[src/rtl/spi_pkg.sv]
// Shared definitions for the SPI frame responder: default geometry and FSM states.
package spi_pkg;

    localparam int unsigned WORD_W_DEF      = 16;
    localparam int unsigned N_WORDS_DEF     = 6;
    localparam int unsigned SYNC_STAGES_DEF = 2;

    typedef enum logic [1:0] {
        RESYNC = 2'd0,
        IDLE   = 2'd1,
        ACTIVE = 2'd2,
        DONE   = 2'd3
    } spi_state_e;

endpackage

[src/rtl/spi_sync_edge.sv]
// N-stage synchronizer for an asynchronous pin, with single-cycle rise/fall pulses.
module spi_sync_edge
    import spi_pkg::*;
#(
    parameter int unsigned STAGES  = SYNC_STAGES_DEF,
    parameter logic        RST_VAL = 1'b0
) (
    input  logic clk,
    input  logic rst_n,
    input  logic i_d,
    output logic o_level,
    output logic o_rise_c,
    output logic o_fall_c
);

    logic [STAGES-1:0] r_sync;
    logic              r_prev;

    always_ff @(posedge clk or negedge rst_n) begin
        if (!rst_n) begin
            r_sync <= {STAGES{RST_VAL}};
            r_prev <= RST_VAL;
        end else begin
            r_sync <= {r_sync[STAGES-2:0], i_d};
            r_prev <= r_sync[STAGES-1];
        end
    end

    assign o_level  = r_sync[STAGES-1];
    assign o_rise_c = r_sync[STAGES-1] & ~r_prev;
    assign o_fall_c = ~r_sync[STAGES-1] & r_prev;

endmodule

[src/rtl/spi_slave_frame.sv]
// SPI mode-0 responder: one frame of N_WORDS words, MSB first, all pins oversampled in clk_clk.
module spi_slave_frame
    import spi_pkg::*;
#(
    parameter int unsigned WORD_W      = WORD_W_DEF,
    parameter int unsigned N_WORDS     = N_WORDS_DEF,
    parameter int unsigned SYNC_STAGES = SYNC_STAGES_DEF
) (
    input  logic                        clk_clk,
    input  logic                        reset_reset_n,
    input  logic                        spi_sclk,
    input  logic                        spi_cs_n,
    input  logic                        spi_mosi,
    output logic                        spi_miso,
    output logic                        spi_miso_oe,
    input  logic [N_WORDS*WORD_W-1:0]   tx_data,
    output logic [N_WORDS*WORD_W-1:0]   rx_data,
    output logic [3:0]                  rx_count,
    output logic                        rx_valid,
    output logic                        frame_err,
    output logic                        busy
);

    localparam int unsigned FRAME_W = N_WORDS * WORD_W;
    localparam int unsigned BIT_W   = (WORD_W > 1) ? $clog2(WORD_W) : 1;

    logic w_sclk_s, w_sclk_rise, w_sclk_fall;
    logic w_cs_s, w_cs_rise, w_cs_fall;
    logic w_mosi_s;

    spi_state_e          r_state;
    logic [FRAME_W-1:0]  r_shadow;
    logic [FRAME_W-1:0]  r_stage;
    logic [FRAME_W-1:0]  r_rx_data;
    logic [WORD_W-1:0]   r_rx_shift;
    logic [BIT_W-1:0]    r_bit_cnt;
    logic [3:0]          r_word_cnt;
    logic [3:0]          r_rx_count;
    logic                r_ovr;
    logic                r_rx_valid;
    logic                r_frame_err;
    logic                r_miso;
    logic                r_miso_oe;
    logic                r_busy;
    logic [SYNC_STAGES-1:0] r_mosi_sync;

    logic [WORD_W-1:0]   w_cur_word;
    logic [WORD_W-1:0]   w_shift_next;
    logic [BIT_W-1:0]    w_bit_idx;
    logic                w_next_bit;

    // SCLK idles low; CS_n resets low so RESYNC only leaves once the pin is truly high.
    spi_sync_edge #(.STAGES(SYNC_STAGES), .RST_VAL(1'b0)) u_sclk_sync (
        .clk      (clk_clk),
        .rst_n    (reset_reset_n),
        .i_d      (spi_sclk),
        .o_level  (w_sclk_s),
        .o_rise_c (w_sclk_rise),
        .o_fall_c (w_sclk_fall)
    );

    spi_sync_edge #(.STAGES(SYNC_STAGES), .RST_VAL(1'b0)) u_cs_sync (
        .clk      (clk_clk),
        .rst_n    (reset_reset_n),
        .i_d      (spi_cs_n),
        .o_level  (w_cs_s),
        .o_rise_c (w_cs_rise),
        .o_fall_c (w_cs_fall)
    );

    // MOSI gets the same depth as SCLK so the sampled bit lines up with the detected rise.
    always_ff @(posedge clk_clk or negedge reset_reset_n) begin
        if (!reset_reset_n) begin
            r_mosi_sync <= '0;
        end else begin
            r_mosi_sync <= {r_mosi_sync[SYNC_STAGES-2:0], spi_mosi};
        end
    end

    assign w_mosi_s = r_mosi_sync[SYNC_STAGES-1];

    // Current tx word; reads as zero once every word has been sent.
    always_comb begin
        w_cur_word = '0;
        for (int k = 0; k < int'(N_WORDS); k++) begin
            if (r_word_cnt == 4'(k)) begin
                w_cur_word = r_shadow[k*WORD_W +: WORD_W];
            end
        end
    end

    assign w_shift_next = {r_rx_shift[WORD_W-2:0], w_mosi_s};
    assign w_bit_idx    = BIT_W'(WORD_W - 1) - r_bit_cnt;
    assign w_next_bit   = w_cur_word[w_bit_idx];

    always_ff @(posedge clk_clk or negedge reset_reset_n) begin
        if (!reset_reset_n) begin
            r_state     <= RESYNC;
            r_shadow    <= '0;
            r_stage     <= '0;
            r_rx_data   <= '0;
            r_rx_shift  <= '0;
            r_bit_cnt   <= '0;
            r_word_cnt  <= '0;
            r_rx_count  <= '0;
            r_ovr       <= 1'b0;
            r_rx_valid  <= 1'b0;
            r_frame_err <= 1'b0;
            r_miso      <= 1'b0;
            r_miso_oe   <= 1'b0;
            r_busy      <= 1'b0;
        end else begin
            r_rx_valid <= 1'b0;
            case (r_state)
                RESYNC: begin
                    if (w_cs_s) begin
                        r_state <= IDLE;
                    end
                end
                IDLE: begin
                    if (w_cs_fall) begin
                        r_shadow   <= tx_data;
                        r_bit_cnt  <= '0;
                        r_word_cnt <= '0;
                        r_ovr      <= 1'b0;
                        r_miso     <= tx_data[WORD_W-1];
                        r_miso_oe  <= 1'b1;
                        r_busy     <= 1'b1;
                        r_state    <= ACTIVE;
                    end
                end
                ACTIVE: begin
                    // CS release takes priority over a coincident SCLK edge.
                    if (w_cs_rise) begin
                        r_miso    <= 1'b0;
                        r_miso_oe <= 1'b0;
                        r_busy    <= 1'b0;
                        r_state   <= DONE;
                    end else begin
                        if (w_sclk_rise) begin
                            if (r_word_cnt == 4'(N_WORDS)) begin
                                r_ovr <= 1'b1;
                            end else if (r_bit_cnt == BIT_W'(WORD_W - 1)) begin
                                for (int k = 0; k < int'(N_WORDS); k++) begin
                                    if (r_word_cnt == 4'(k)) begin
                                        r_stage[k*WORD_W +: WORD_W] <= w_shift_next;
                                    end
                                end
                                r_rx_shift <= w_shift_next;
                                r_bit_cnt  <= '0;
                                r_word_cnt <= r_word_cnt + 4'd1;
                            end else begin
                                r_rx_shift <= w_shift_next;
                                r_bit_cnt  <= r_bit_cnt + BIT_W'(1);
                            end
                        end
                        if (w_sclk_fall) begin
                            r_miso <= w_next_bit;
                        end
                    end
                end
                DONE: begin
                    // Only complete words reach rx_data; the rest keep the previous frame.
                    for (int k = 0; k < int'(N_WORDS); k++) begin
                        if (4'(k) < r_word_cnt) begin
                            r_rx_data[k*WORD_W +: WORD_W] <= r_stage[k*WORD_W +: WORD_W];
                        end
                    end
                    r_rx_count  <= r_word_cnt;
                    r_frame_err <= (r_bit_cnt != '0) | r_ovr;
                    r_rx_valid  <= 1'b1;
                    r_state     <= IDLE;
                end
                default: begin
                    r_state <= RESYNC;
                end
            endcase
        end
    end

    assign spi_miso    = r_miso;
    assign spi_miso_oe = r_miso_oe;
    assign rx_data     = r_rx_data;
    assign rx_count    = r_rx_count;
    assign rx_valid    = r_rx_valid;
    assign frame_err   = r_frame_err;
    assign busy        = r_busy;

endmodule

[config.mk]
export PLATFORM = sky130hd
export DESIGN_NAME = spi_slave_frame
export DESIGN_NICKNAME = d
export VERILOG_FILES = /design/src/rtl/spi_pkg.sv /design/src/rtl/spi_sync_edge.sv /design/src/rtl/spi_slave_frame.sv
export SDC_FILE = /design/constraint.sdc
export NUM_CORES = 1
export LEC_CHECK = 0
export ABC_AREA = 1
export BUFFER_PORTS_ARGS = -buffer_cell sky130_fd_sc_hd__buf_2
export CAP_MARGIN = 15
export CORE_MARGIN = 3
export CORE_UTILIZATION = 30
export DETAILED_ROUTE_END_ITERATION = 8
export PLACE_DENSITY_LB_ADDON = 0.15
export SKIP_LAST_GASP = 1
export SYNTH_ARGS = -nofsm -noshare
export SYNTH_HDL_FRONTEND = slang
export SYNTH_SLANG_ARGS = --single-unit
export TNS_END_PERCENT = 5
[constraint.sdc]
create_clock -name clk_clk -period 4.1 [get_ports clk_clk]
set_clock_uncertainty 0.15 [all_clocks]
set_input_delay 0.205 -clock clk_clk [delete_from_list [all_inputs] [get_ports clk_clk]]
set_output_delay 0.205 -clock clk_clk [all_outputs]
set_load 0.05 [all_outputs]
==> results.toml, run 1 <==
[global_route]
grt_pass1_vias = 10590
track_usage_pct = 16.05
antenna_found_initial = 1
grt_pass1_wl_um = 62040
grt_max_degree = 94
overflow = 0

[clock_tree]
h-tree-depth = 2
cts_buffer_depth = 3
cts_sinks = 330
cts_buffers = 39
postCtsSetupBuffers = 0
cts.reportedPaths.clkPinSlew_ps = 60
clk_latency_ps = 550
cts_tree = "done"
root_buffer = "clkbuf_16"

[drt]
postRouteWirelength_um = 38970
routedWlPerCell_um = 17.24
dr.pass1.iters = 5
via_per_inst = 4.478
vias = 10130
remaining_drc_errors = 0
drt_iter0_drc = 683
ant_nets = 0

[worst_setup_path]
start_kind = "flip-flop"
critical_path_class = "flip-flop to flip-flop"
end_kind = "flip-flop"
crit_chain = "inv_2 -> ha_1 -> nand3_1 -> nand2_2 -> mux2_2"
cpMaxStageDelayCell = "nand3_1"
worstPathMaxFanout = 18
crit_path_start = "r_word_cnt[1]"
max_stage_delay_ps = 730
cp_data_arrival_time_ps = 3590
worst_ep_required_time_ps = 4390
crit-reg2reg-launch = "r_word_cnt[1]"

[final_layout]
final_cells = 2261
layout-drive-gt1-share_pct = 26.64
utilization_pct = 38.97
nets = 1740
layout_common_cells = "330 x dfrtp_1, 256 x nand2_1, 204 x buf_2"
num-fill-cells = 4605
layout_commonest_cell = "dfrtp_1"
finish.instance_area_um2 = 17720
syn_to_final_growth_pct = 27.92

[place]
placed_area_um2 = 15430
dp_hpwl_um = 27070
dp.cells = 2088
gp_congestion = 0.8100
port_buffers = 205

[power_and_ir_drop]
leakagePower_uw = 0.009062
max-vdd-ir-drop_v = 0.0002419
powerDensity_nw_per_um2 = 570.0

[logic_synthesis]
netlist_instances = 1339
syn_avg_cell_area_um2 = 10.35
ys_ff_latch = 330
synth_edf_count = 0
ys_types = 36
synthFlopType = "dfrtp_1"
yosysTopAreaCellShare_pct = 59.60
yosysSeqAreaShare_pct = 59.60
async_flop_share_pct = 100.0
yosys.area.top_type = "dfrtp_1"
synthTopCellsByArea = "dfrtp_1 60%, mux2_2 10%, nand2_1 6.9%"
synth_fp_nets = 1450
yosys_warnings = 0
mappedNetlistArea_um2 = 13860

[floorplanning]
row_count = 78
core_um2 = 45480
ios = 206
dieArea_um2 = 48800
start_util_pct = 30.47
die_h_um = 220.9
die-width_um = 220.9

[timing]
final.setup.tns_ps = 0
hold_viol = 0
setup_viol = 0
period_share_pct = 80.51
rsz0062_at_grt = "no"
fin_crit_ps = 3301
worst_pin_slew_ps = 995.5
max_slew_margin_pct = 33.64
report.final.slew_viol_count = 0
fmax_ghz = 0.3029

[job]
max_cap_viol_count = 0

[run_status]
status = "complete, no violations"

[hold_path]
min_path_type = "primary input to async pin"
==> metrics by stage <==
step	hold WS (ps)	setup slack (ps)	total power, uW
after global routing	150.6	455.7	10750
final	85.77	799.0	10100
after detailed placement	132.6	803.3	6618
after floorplan	-240.6	1922	5745
after CTS	129.5	788.0	10260
after global placement	138.6	845.1	6595
==> final timing paths <==
| kind | to | cells after the start | slack [ps] |
|---|---|---|---|
| max | rx_data[73] | 5 | 800 |
| min | rx_data[55] | 2 | 90 |
| max reg2reg | rx_data[73] | 5 | 800 |
| min reg2reg | r_mosi_sync[1] | 0 | 200 |
| max in group asynchronous | r_shadow[73] | 3 | 2570 |
| min in group clk_clk | u_cs_sync.r_sync[0] | 2 | 170 |
==> state kept, by name (all words and copies together) (netlist names), 2 cells and up <==
name	flops
r_bit_cnt	4
r_mosi_sync	2
r_stage	96
u_sclk_sync.r_sync	2
r_rx_shift	15
u_cs_sync.r_sync	2
r_word_cnt	4
rx_data	96
r_shadow	96
rx_count	4
r_state	2
==> per-layer routing <==
layer,part of all wire (%),routed length [um],vias up,global-route usage [%]
li1,-,-,4921,-
met1,49,19170,4947,23.26
met2,44,17160,205,24.63
met3,4.9,1913,52,3.436
met4,1.9,723,0,3.822
met5,0,0,-,0
==> final cells by class <==
| cell class | count | area (um^2) | share of cell area [%] |
|---|---|---|---|
| Timing Repair Buffer | 316 | 2157 | 12.17 |
| Multi-Input combinational cell | 789 | 4692 | 26.47 |
| Antenna cell | 2 | 5.005 | 0.02824 |
| Inverter | 153 | 574.3 | 3.240 |
| Clock inverter | 10 | 158.9 | 0.8965 |
| Sequential cell | 330 | 8258 | 46.59 |
| Clock buffer | 61 | 1129 | 6.367 |
| Tap cell | 600 | 750.7 | 4.235 |
==> power breakdown <==
group | switching (uW) | internal [uW]
combinational | 1570 | 908
clock | 1390 | 2100
sequential | 322 | 3810
total | 3280 | 6820
==> repair_timing <==
action,4_1_cts,5_1_grt
endpoints found under the setup margin,0,0
gates resized for setup,0,0
hold buffers,100,0
hold endpoints to repair,189,0
==> cell usage after synthesis, types with 10 or more instances <==
library cell	count
mux2_2	123
nand2_1	256
buf_2	17
inv_2	10
o21ai_2	18
inv_1	143
o21ai_0	152
clkbuf_1	31
a21oi_1	48
nor2_1	56
ha_1	10
nand3_1	70
dfrtp_1	330
mux2_1	12
==> worst max-delay path: cells and delay by family, from the launching register on <==
kind | cells | cell delay [ps]
DFF | 1 | 500
and+or+nand+nor | 2 | 1370
adders and majority gates | 1 | 610
buffers and inverters | 1 | 150
muxes | 1 | 390
==> kinds of logic (layout without fill, tap and decap cells) <==
family	Yosys count	in the layout	share of synthesized area, %
adders and majority gates	10	10	0.9030
muxes	136	136	11.04
and+or+nand+nor	412	412	12.90
buffers and inverters	220	540	6.655
DFF	330	330	59.60
other	0	2	0
AOI/OAI and AO/OA	231	231	8.895
Note: power is estimated with default switching activity, not from simulation.
==> run 2, diff against run 1 <==
- ABC_AREA: 1 -> 0
- clock period: 4.1 -> 3.07 ns (I/O delays scaled with it)
==> results.toml, run 2 <==
[run_status]
status = "complete, no violations"

[worst_setup_path]
end_kind = "flip-flop"
ff2ff_setup_slack_ps = 200
cp_top_family = "simple AND/OR/NAND/NOR gates"
regToRegEndpoint = "r_stage[21]"
critical_path_class = "flip-flop to flip-flop"
worstPathBufferInverterCount = 0
worst_ep_required_time_ps = 3350
crit-reg2reg-launch = "r_word_cnt[1]"
cp.depth = 7
cp_data_arrival_time_ps = 3160
cpMaxStageDelayCell = "or3_4"
start_kind = "flip-flop"
r2r_cells = 7
max_stage_delay_ps = 440
crit_path_start = "r_word_cnt[1]"
crit_chain = "ha_1 -> and3b_1 -> or3b_4 -> or2_1 -> or3_4 -> nor2_8 -> mux2_2"
worstPathMaxFanout = 16

[clock_tree]
cts_hold_buffers = 100
cts.reportedPaths.clkPinSlew_ps = 50
cts_buffers = 39
cts_tree = "done"
cts_buffer_depth = 3
root_buffer = "clkbuf_16"
cts_sinks = 330
cts-resized-gates = 0
postCtsSetupBuffers = 0
clk_latency_ps = 550
h-tree-depth = 2

[global_route]
grt_pass1_wl_um = 57790
grt_pass1_vias = 9373
top_usage_layer = "met2"
grtUsageMet3_pct = 2.836
overflow = 0
antenna_found_initial = 0
grt_max_degree = 98
use_met1_pct = 20.07
track_usage_pct = 15.82
use_met2_pct = 27.09

[floorplanning]
start_util_pct = 30.51
core_um2 = 44510
die-width_um = 218.8
ios = 206
dieArea_um2 = 47850
die_h_um = 218.8
row_count = 77

[hold_path]
min_path_type = "primary input to async pin"

[timing]
report.final.slew_viol_count = 0
fin_crit_ps = 2873
max_slew_margin_pct = 36.24
fmax_ghz = 0.3480
worst_pin_slew_ps = 956.4
setup_viol = 0
rsz0062_at_grt = "no"
period_share_pct = 93.60
hold_viol = 0
final.setup.tns_ps = 0

[final_layout]
multi_input_area_um2 = 5066
layout-drive-gt1-share_pct = 48.67
diodes = 0
regArea_um2 = 8258
nets = 1394
layout_commonest_cell = "dfrtp_1"
final_cells = 1903
num-fill-cells = 4267
layout_common_cells = "330 x dfrtp_1, 296 x mux2_2, 204 x buf_2"
syn_to_final_growth_pct = 32.30

[logic_synthesis]
ys_types = 67
yosysMostFrequentCell = "dfrtp_1"
ys_ff_latch = 330
mappedNetlistArea_um2 = 13580
yosys_warnings = 0
syn_avg_cell_area_um2 = 14.48
yosysTopAreaCellShare_pct = 60.81
yosysSeqAreaShare_pct = 60.81
netlist_instances = 938
synth_edf_count = 0
yosys.area.top_type = "dfrtp_1"
synthFlopType = "dfrtp_1"
synth_fp_nets = 1049
async_flop_share_pct = 100.0
synth_common_cells = "330 x dfrtp_1, 296 x mux2_2, 38 x clkbuf_1"
synthTopCellsByArea = "dfrtp_1 61%, mux2_2 25%, mux2_4 1.1%"

[job]
max_cap_viol_count = 0

[drt]
vias = 8939
postRouteWirelength_um = 37410
routedWlPerCell_um = 19.66
drt_iter0_drc = 396
remaining_drc_errors = 0
ant_nets = 0
dr.pass1.iters = 7
via_per_inst = 4.697

[power_and_ir_drop]
p_clk_share_pct = 35.7
leakagePower_uw = 0.008828
intPower_uw = 9412
combPwrFrac_pct = 21.9
max-vdd-ir-drop_v = 0.0004035
power_frac_seq_pct = 42.4
netSwitchingPower_uw = 3884
powerDensity_nw_per_um2 = 740.1
p_sw_share_pct = 29.21

[place]
dp.cells = 1734
port_buffers = 205
dp_hpwl_um = 26080
gp_congestion = 0.8911
==> run 2: logic make-up after synthesis <==
family,count (synthesis),synth area share (%)
flip-flops,330,60.81
multiplexers,308,25.81
AND/OR/NAND/NOR,127,5.114
AO/OA/AOI/OAI,100,5.059
buffers and inverters,59,2.027
adder cells (fa/ha/maj),10,0.9214
XOR/XNOR,4,0.2580
==> run 2: layout make-up <==
class	count	area share [%]
Clock buffer	59	6.574
Clock inverter	10	0.8009
Inverter	9	0.1880
Multi-Input combinational cell	549	28.20
Sequential cell	330	45.96
Tap cell	592	4.123
Timing Repair Buffer	354	14.15
==> run 2: worst max-delay path by stage <==
stage	to
after floorplan	r_stage[22]
after global placement	r_stage[21]
after detailed placement	r_stage[21]
after CTS	r_stage[21]
after global routing	r_stage[18]
final	r_stage[21]
==> run 2: layer usage <==
layer  routed length [um]  share of wire [%]
met2                18590                 50
met5                    0                  0
met3                 1669                4.5
met1                15980                 43
met4                 1176                3.1
==> run 2: power by group through the flow <==
| stage | Clock (uW) | Sequential [uW] | Combinational (uW) |
|---|---|---|---|
| final | 4740 | 5630 | 2920 |
| after global routing | 5100 | 5730 | 3180 |
| after CTS | 4920 | 5650 | 2960 |
| after detailed placement | 0 | 5730 | 2850 |
| after global placement | 0 | 5730 | 2810 |
| after floorplan | 0 | 5560 | 1800 |
==> run 2: metrics by stage <==
| stage | setup slack (ps) | area, um^2 | util [%] | power [uW] | hold slack [ps] |
|---|---|---|---|---|---|
| detailed placement | 175.1 | 15640 | 35.14 | 8574 | 40.27 |
| global route | 77.40 | 17970 | 40.36 | 14010 | 59.54 |
| global placement | 190.7 | 15640 | 35.14 | 8536 | 33.74 |
| CTS | 172.6 | 17970 | 40.36 | 13530 | 29.74 |
| floorplan | 40.64 | 13580 | - | 7362 | -292.1 |
| finish | 196.6 | 17970 | 40.36 | 13300 | 33.30 |
==> run 3, diff against run 2 <==
- SYNTH_HIERARCHICAL: default -> 1
==> results.toml, run 3 <==
[clock_tree]
postCtsSetupBuffers = 0
cts_buffer_depth = 3
root_buffer = "clkbuf_16"
h-tree-depth = 2
cts_sinks = 330
clk_latency_ps = 560
cts.reportedPaths.clkPinSlew_ps = 60
cts_buffers = 38
cts_tree = "done"

[floorplanning]
dieArea_um2 = 47190
die_h_um = 217.2
row_count = 76
ios = 206
start_util_pct = 30.74
die-width_um = 217.2
core_um2 = 43550

[drt]
drt_iter0_drc = 499
dr.pass1.iters = 4
vias = 8603
ant_nets = 0
remaining_drc_errors = 0
routedWlPerCell_um = 21.18
via_per_inst = 4.670
postRouteWirelength_um = 39020

[logic_synthesis]
yosysSeqAreaShare_pct = 61.69
synth_edf_count = 0
yosysMostFrequentCell = "dfrtp_1"
syn_avg_cell_area_um2 = 14.81
netlist_instances = 904
yosys.area.top_type = "dfrtp_1"
synthFlopType = "dfrtp_1"
synth_fp_nets = 1015
synthTopCellsByArea = "dfrtp_1 62%, mux2_2 26%, a221oi_1 0.98%"
yosys_warnings = 6
yosysTopAreaCellShare_pct = 61.69
async_flop_share_pct = 100.0
mappedNetlistArea_um2 = 13390
synth_common_cells = "330 x dfrtp_1, 306 x mux2_2, 25 x nand2_1"
ys_types = 53
ys_ff_latch = 330

[power_and_ir_drop]
power_frac_seq_pct = 44.6
p_clk_share_pct = 35.5
leakagePower_uw = 0.008596
netSwitchingPower_uw = 3710
powerDensity_nw_per_um2 = 728.5
p_sw_share_pct = 29.16
max-vdd-ir-drop_v = 0.0003363
intPower_uw = 9012
combPwrFrac_pct = 19.9

[worst_setup_path]
cpMaxStageDelayCell = "dfrtp_1"
worstPathMaxFanout = 14
crit_chain = "ha_1 -> nor3_1 -> nor3_4 -> buf_4 -> a221oi_1 -> nor3_1 -> o21ai_0 -> a221o_1 -> a31oi_1"
worst_path_most_repeated_cell = "nor3_1"
r2r_cells = 9
start_kind = "flip-flop"
critical_path_class = "flip-flop to flip-flop"
end_kind = "flip-flop"
max_stage_delay_ps = 510
worst_ep_required_time_ps = 3350
cp_data_arrival_time_ps = 3170

[global_route]
grt_max_degree = 85
antenna_found_initial = 0
grt_pass1_wl_um = 59660
track_usage_pct = 16.67
grt_pass1_vias = 9412
overflow = 0

[timing]
rsz0062_at_grt = "no"
setup_viol = 0
max_slew_margin_pct = 59.27
worst_pin_slew_ps = 606.8
report.final.slew_viol_count = 0
period_share_pct = 94.33
final.setup.tns_ps = 0
hold_viol = 0
fin_crit_ps = 2896
fmax_ghz = 0.3453

[final_layout]
syn_to_final_growth_pct = 30.45
diodes = 0
num-fill-cells = 4193
final_cells = 1842
layout_commonest_cell = "dfrtp_1"
layout_common_cells = "329 x dfrtp_1, 306 x mux2_2, 204 x buf_2"
layout-drive-gt1-share_pct = 48.93
nets = 1341
utilization_pct = 40.10
finish.instance_area_um2 = 17460

[job]
max_cap_viol_count = 0

[place]
port_buffers = 205
placed_area_um2 = 15200
gp_congestion = 0.7984
dp_hpwl_um = 26100
dp.cells = 1675

[hold_path]
min_path_type = "primary input to async pin"

[run_status]
status = "complete, no violations"
==> run 3: changes by cell type after synthesis, moves of 5 or more <==
cell / previous run / this run
nor2b_1: 5 / 12
nand3b_1: 6 / 1
nand2_1: 33 / 25
nor2_1: 20 / 14
mux2_4: 10 / 0
buf_2: 3 / 16
a21oi_1: 13 / 18
nand3_1: 21 / 7
clkbuf_1: 38 / 18
a22oi_1: 7 / 0
mux2_2: 296 / 306
o22ai_1: 6 / 11
a221oi_1: 10 / 15
==> run 3: per-layer routing <==
| layer | wire length [um] | GRT usage (%) | vias up |
|---|---|---|---|
| li1 | - | - | 3918 |
| met1 | 17780 | 22.34 | 4449 |
| met2 | 18290 | 26.94 | 176 |
| met3 | 2178 | 4.384 | 60 |
| met4 | 772 | 4.392 | 0 |
| met5 | 0 | 0 | - |
==> run 3: power groups by stage <==
| stage | combinational, uW | sequential [uW] | clock, uW |
|---|---|---|---|
| final | 2530 | 5680 | 4510 |
| after floorplan | 1670 | 5560 | 0 |
| after global placement | 2420 | 5760 | 0 |
| after detailed placement | 2440 | 5750 | 0 |
| after global routing | 2780 | 5760 | 4850 |
| after CTS | 2570 | 5690 | 4680 |
==> run 3: area by class of cell <==
type                    instances  area (um^2)  area share, %
well taps                     585        732.0          4.191
flip-flops and latches        330         8259          47.30
clock inverters                12        158.9         0.9099
inverters                       8        30.03         0.1720
multi-input cells             519         4878          27.94
clock buffers                  55         1095          6.269
repair buffers                333         2310          13.23
==> run 3: worst paths after layout <==
kind                                      from                   to  slack [ps]
min in group clk_clk                  spi_mosi       r_mosi_sync[0]          90
setup / recovery                 r_word_cnt[1]             spi_miso         170
max in group asynchronous        reset_reset_n          rx_data[76]        1850
hold reg to reg            u_cs_sync/r_sync[0]  u_cs_sync/r_sync[1]         210
hold / removal                   reset_reset_n         r_shadow[22]          20
setup reg to reg                 r_word_cnt[1]             spi_miso         170
==> run 3: stage by stage <==
step	total power, uW	hold slack, ps	worst slack, ps
after detailed placement	8196	31.39	123.5
final	12720	23.60	174.1
after floorplan	7236	-292.1	577.4
after global routing	13400	51.44	36.69
after global placement	8180	27.83	207.7
after CTS	12930	21.43	100.0
==> run 3: repair_timing <==
action	CTS	global route
resized for setup	0	3
endpoints found under the setup margin	0	1
endpoints found under the hold margin	393	0
hold buffers	100	0
==> run 3: cells by family (layout without fill, tap and decap cells) <==
| logic type | after synthesis | count (layout) | share of synthesized area, % |
|---|---|---|---|
| buf+inv | 55 | 408 | 2.028 |
| compound gates | 102 | 102 | 5.159 |
| flops | 330 | 330 | 61.69 |
| fa+ha+maj | 10 | 10 | 0.9347 |
| simple gates | 97 | 97 | 4.159 |
| mux | 308 | 308 | 25.90 |
| xor+xnor | 2 | 2 | 0.1309 |
==> run 3: worst max-delay path, delay by kind of cell (launching register included) <==
family,cells,cell delay (ps)
adders and majority gates,1,340
AOI/OAI and AO/OA,4,950
buffers and inverters,1,200
DFF,1,510
and+or+nand+nor,3,620
